### src/rtl/sr_ctrl_pkg.sv
// Shared types and default timing constants for the S_R latch control slice.
package sr_ctrl_pkg;

   typedef enum logic [1:0] {
      IDLE      = 2'd0,
      SET_PULSE = 2'd1,
      RST_PULSE = 2'd2,
      GAP       = 2'd3
   } sr_state_t;

   localparam int unsigned DEBOUNCE_CYCLES_DEF = 4;
   localparam int unsigned PULSE_CYCLES_DEF    = 3;

endpackage

### src/rtl/sr_debounce.sv
// Two-flop synchroniser, saturating debounce counter and rising-edge detect
// for one raw push-button input.
module sr_debounce
   import sr_ctrl_pkg::*;
#(
   parameter int unsigned DEBOUNCE_CYCLES = DEBOUNCE_CYCLES_DEF
) (
   input  logic clk,
   input  logic rst,
   input  logic raw,
   output logic level,
   output logic rise
);

   localparam int unsigned CW = $clog2(DEBOUNCE_CYCLES) + 1;
   localparam logic [CW-1:0] CNT_DONE = CW'(DEBOUNCE_CYCLES);

   logic          sync_ff1;
   logic          sync_ff2;
   logic          level_q;
   logic [CW-1:0] cnt;

   // Metastability filter for the asynchronous button
   always_ff @(posedge clk or posedge rst) begin
      if (rst) begin
         sync_ff1 <= 1'b0;
         sync_ff2 <= 1'b0;
      end else begin
         sync_ff1 <= raw;
         sync_ff2 <= sync_ff1;
      end
   end

   // Level follows the synchronised input only after it has disagreed for a full run;
   // the counter stops at CNT_DONE, so it cannot wrap
   always_ff @(posedge clk or posedge rst) begin
      if (rst) begin
         cnt   <= '0;
         level <= 1'b0;
      end else if (sync_ff2 == level) begin
         cnt   <= '0;
      end else if (cnt == CNT_DONE) begin
         level <= sync_ff2;
         cnt   <= '0;
      end else begin
         cnt   <= cnt + CW'(1);
      end
   end

   always_ff @(posedge clk or posedge rst) begin
      if (rst) begin
         level_q <= 1'b0;
      end else begin
         level_q <= level;
      end
   end

   assign rise = level & ~level_q;

endmodule

### src/rtl/sr_latch_driver.sv
// Turns debounced set/reset button presses into fixed-width active-low pulses
// for an S_R latch, reset winning over set and never driving both low.
module sr_latch_driver
   import sr_ctrl_pkg::*;
#(
   parameter int unsigned DEBOUNCE_CYCLES = DEBOUNCE_CYCLES_DEF,
   parameter int unsigned PULSE_CYCLES    = PULSE_CYCLES_DEF
) (
   input  logic clk,
   input  logic rst,
   input  logic set_btn,
   input  logic reset_btn,
   output logic Sbar,
   output logic Rbar,
   output logic busy
);

   localparam int unsigned PW = $clog2(PULSE_CYCLES + 1);
   localparam logic [PW-1:0] PULSE_LAST = PW'(PULSE_CYCLES - 1);

   sr_state_t     state;
   sr_state_t     next_state;
   logic [PW-1:0] pcnt;
   logic [PW-1:0] pcnt_next_c;
   logic          set_pend;
   logic          rst_pend;
   logic          set_level;
   logic          set_rise;
   logic          rst_level;
   logic          rst_rise;
   logic          set_req_c;
   logic          rst_req_c;
   logic          set_start_c;
   logic          rst_start_c;
   logic          sbar_c;
   logic          rbar_c;
   logic          busy_c;

   sr_debounce #(.DEBOUNCE_CYCLES(DEBOUNCE_CYCLES)) u_set_db (
      .clk   (clk),
      .rst   (rst),
      .raw   (set_btn),
      .level (set_level),
      .rise  (set_rise)
   );

   sr_debounce #(.DEBOUNCE_CYCLES(DEBOUNCE_CYCLES)) u_rst_db (
      .clk   (clk),
      .rst   (rst),
      .raw   (reset_btn),
      .level (rst_level),
      .rise  (rst_rise)
   );

   assign set_req_c = set_rise & set_level;
   assign rst_req_c = rst_rise & rst_level;

   // State register
   always_ff @(posedge clk or posedge rst) begin
      if (rst) begin
         state <= IDLE;
      end else begin
         state <= next_state;
      end
   end

   // Next state: GAP re-arbitrates directly so back-to-back pulses are PULSE_CYCLES+1 apart
   always_comb begin
      next_state = state;
      case (state)
         IDLE, GAP: begin
            if (rst_pend || rst_req_c) begin
               next_state = RST_PULSE;
            end else if (set_pend || set_req_c) begin
               next_state = SET_PULSE;
            end else begin
               next_state = IDLE;
            end
         end
         SET_PULSE, RST_PULSE: begin
            if (pcnt == PULSE_LAST) begin
               next_state = GAP;
            end
         end
         default: next_state = IDLE;
      endcase
   end

   // Pulse bookkeeping and next output values
   always_comb begin
      set_start_c = (next_state == SET_PULSE) && (state != SET_PULSE);
      rst_start_c = (next_state == RST_PULSE) && (state != RST_PULSE);
      pcnt_next_c = '0;
      if ((state == SET_PULSE || state == RST_PULSE) && next_state == state) begin
         pcnt_next_c = pcnt + PW'(1);
      end
      sbar_c = (next_state != SET_PULSE);
      rbar_c = (next_state != RST_PULSE);
      busy_c = (next_state != IDLE);
   end

   // Pending flags merge repeat requests and drop when their pulse begins
   always_ff @(posedge clk or posedge rst) begin
      if (rst) begin
         set_pend <= 1'b0;
         rst_pend <= 1'b0;
         pcnt     <= '0;
      end else begin
         set_pend <= (set_pend | set_req_c) & ~set_start_c;
         rst_pend <= (rst_pend | rst_req_c) & ~rst_start_c;
         pcnt     <= pcnt_next_c;
      end
   end

   always_ff @(posedge clk or posedge rst) begin
      if (rst) begin
         Sbar <= 1'b1;
         Rbar <= 1'b1;
         busy <= 1'b0;
      end else begin
         Sbar <= sbar_c;
         Rbar <= rbar_c;
         busy <= busy_c;
      end
   end

endmodule

### config.mk
export PLATFORM = sky130hd
export DESIGN_NAME = sr_latch_driver
export DESIGN_NICKNAME = d
export VERILOG_FILES = /design/src/rtl/sr_ctrl_pkg.sv /design/src/rtl/sr_debounce.sv /design/src/rtl/sr_latch_driver.sv
export SDC_FILE = /design/constraint.sdc
export NUM_CORES = 1
export LEC_CHECK = 0
export BUFFER_PORTS_ARGS = -buffer_cell sky130_fd_sc_hd__buf_4
export CAP_MARGIN = 0
export CORE_MARGIN = 2
export CORE_UTILIZATION = 51
export DETAILED_ROUTE_END_ITERATION = 10
export PLACE_DENSITY = 0.76
export SLEW_MARGIN = 20
export SYNTH_ARGS = -nofsm -noshare
export SYNTH_HDL_FRONTEND = slang
export SYNTH_SLANG_ARGS = --single-unit
### constraint.sdc
create_clock -name clk -period 1.25 [get_ports clk]
set_input_delay 0.1875 -clock clk [delete_from_list [all_inputs] [get_ports clk]]
set_output_delay 0.1875 -clock clk [all_outputs]
set_load 0.01 [all_outputs]
==> run summary <==
Final TNS setup - 0 ps
CTS clk-pin slew, worst paths - 120 ps
Finished Layout Cells - 123
Synth Cell Area - 993 sq um
Yosys warnings - 0
Peak VDD IR - 1590 uV
Setup crit start - state[1]
Worst path cell trace - ha_4, nand2b_4, a2111oi_4, o22ai_1
Status - finished, final reports clean
DR WL/cell - 11.6 um
Slowest cell on crit path - dfrtp_2
Final worst slack - 8.04 ps
Drt first pass iters - 3
Die area - 2320 sq um
Vias in the first global route - 605
Pre-CTS WS - -10.7 ps
Met3 WL - 47 um
Top Metal Used - met4
Final Power - 3.03 mW
Die width - 48.1 um
Max cap viols - 0
Slew HR - 0.816
Comb pwr share - 0.489
Crit path launch type - register
Slew Viols, Final - 0
Cells after Synth - 79
Critical Path RT - 1450 ps
Placed cell count - 114
CP Class - register to register
CP max stage delay - 450 ps
IO buf count - 6
Layout cell share with drive strength beyond 1 - 0.296
CP max FO - 6
HP Start - u_set_db.sync_ff1
Cts bufs inserted - 3
Post-DP HPWL - 1.05 mm
Unique masters post-synth - 25
Syn Nets - 90
IO Count - 7
WL met2 - 696 um
Final Wtd Congestion - 0.751
Via density - 4.93
First-pass GRT wire length - 2.42 mm
Overflow after GRT - 0
Routed via count - 606
GRT Overall Usage - 0.161
Core Region - 1780 sq um
Yosys reg bits - 23
Area Overhead vs Synth - 20.9%
CP Capture Type - register
Initial antenna violation count - 0
Clk pwr share - 0.110
CTS Root Cell - clkbuf_4
Antenna diode count - 0
Sequential area share after synthesis - 0.582
Leak pwr - 0.550 nW
Fin. Hold Viols - 0
Commonest non-fill, non-tap cell in the layout - dfrtp_1
Die Y - 48.1 um
Htree depth - 1
CTS tree - done
Final period util - 0.994
Sequential power share - 0.401
DRT Wirelength - 1.43 mm
RSZ-0062 raised after global routing - true
Setup Skew - 6.21 ps
Hold path depth - 0
Int Pwr - 1.93 mW
Metal-1 WL - 658 um
Final Setup Violations - 0
Largest net degree at the start of global routing - 24
CTS Buffer Depth - 2
Worst skew pair latency - 310 ps
WP data arrival - 1440 ps
Detailed Route Iter0 Violations - 2
NumNets Final - 110
Final ANT Viol Nets - 0
Syn avg cell area - 12.6 sq um
Minimum clock period - 1240 ps
Hold Crit Class - register to register
Initial Util - 0.557
Cell Pwr Density - 2520 nW/um^2
FF-to-FF Start - state[1]
R2R depth - 4
Sink Count - 23
Max Fclk - 805 MHz
FP Rows - 15
Switch share - 0.364
Most frequent cells in the layout - dfrtp_1 (20), buf_4 (13), inv_1 (9)
# DRC - 0
FILL cells - 136
Worst hold margin - 372 ps
Sw power - 1.10 mW
Worst slew pin tran - 276 ps
[worst max-delay path: cells and delay by family (launching register included)]
family          cells  cell delay (ps)
flops               1              450
fa+ha+maj           1              330
compound gates      2              280
simple gates        1               90
[final cells by class]
class,instances,area (sq um),share of cell area
Sequential cell,23,579,0.482
Multi-Input combinational cell,45,398,0.331
Timing Repair Buffer,16,128,0.106
Inverter,10,37.5,0.0313
Tap cell,25,31.3,0.0260
Clock buffer,3,22.5,0.0188
Clock inverter,1,5.00,0.00417
[Yosys cell counts]
cell       count  area (sq um)
nor2_1         8          30.0
xnor2_1        2          17.5
o22ai_1        1          6.26
and2_1         2          12.5
nand2b_4       1          13.8
nor3_2         1          10.0
o2bb2ai_1      1          8.76
nor3b_1        1          7.51
o22a_1         1          8.76
nand2_1        4          15.0
a2111oi_4      1          27.5
o31a_1         1          8.76
buf_6          1          11.3
o32ai_1        1          8.76
ha_1           7          87.6
nor2b_1        1          6.26
nor2b_4        1          13.8
dfrtp_1       21           526
mux2i_1        2          20.0
or2_1          1          6.26
a21oi_1        4          20.0
a211oi_1       2          15.0
inv_1         10          37.5
mux2_2         2          22.5
dfstp_2        2          52.6
[power groups by stage]
| stage | clock network, mW | registers [mW] | logic, mW |
|---|---|---|---|
| global route | 0.391 | 1.25 | 1.63 |
| floorplan | 0 | 1.25 | 0.973 |
| CTS | 0.347 | 1.21 | 1.44 |
| finish | 0.334 | 1.21 | 1.48 |
| detailed placement | 0 | 1.23 | 1.37 |
| global placement | 0 | 1.21 | 1.33 |
[state kept, by name, indices dropped and copies added (netlist names)]
name	count
Rbar	1
Sbar	1
busy	1
pcnt	2
rst_pend	1
set_pend	1
state	2
u_rst_db.cnt	3
u_rst_db.level	1
u_rst_db.level_q	1
u_rst_db.sync_ff1	1
u_rst_db.sync_ff2	1
u_set_db.cnt	3
u_set_db.level	1
u_set_db.level_q	1
u_set_db.sync_ff1	1
u_set_db.sync_ff2	1
[through the flow]
step	utilization	cell area, sq um
floorplan	-	1010
global placement	0.626	1120
detailed placement	0.626	1120
CTS	0.662	1180
global route	0.674	1200
finish	0.674	1200
[timing repair]
action	CTS	global route
endpoints found under the hold margin	23	0
pin swaps	2	2
hold buffers	3	0
setup endpoints to repair	1	5
gates resized for setup	0	2
buffers inserted	1	1
[metal layers]
| layer | GRT usage | vias up |
|---|---|---|
| met2 | 0.235 | 10 |
| met5 | 0 | - |
| li1 | - | 299 |
| met4 | 0.0919 | 0 |
| met3 | 0.0444 | 4 |
| met1 | 0.216 | 293 |
[final timing paths]
kind	end	slack, ps
max reg2reg	busy	8
min in group asynchronous	pcnt[1]	450
max	busy	8
min	u_set_db.sync_ff2	370
min reg2reg	u_set_db.sync_ff2	370
max in group asynchronous	Sbar	530
[cell families (layout without fill, tap and decap cells)]
kind of cell / Yosys count / after routing / share of synthesized area
AND/OR/NAND/NOR: 20 / 20 / 0.116
AO/OA/AOI/OAI: 12 / 12 / 0.105
flip-flops: 23 / 23 / 0.582
buffers and inverters: 11 / 30 / 0.0491
XOR/XNOR: 2 / 2 / 0.0176
adder cells (fa/ha/maj): 7 / 7 / 0.0882
multiplexers: 4 / 4 / 0.0428
Power figures use the tool's default switching activity.
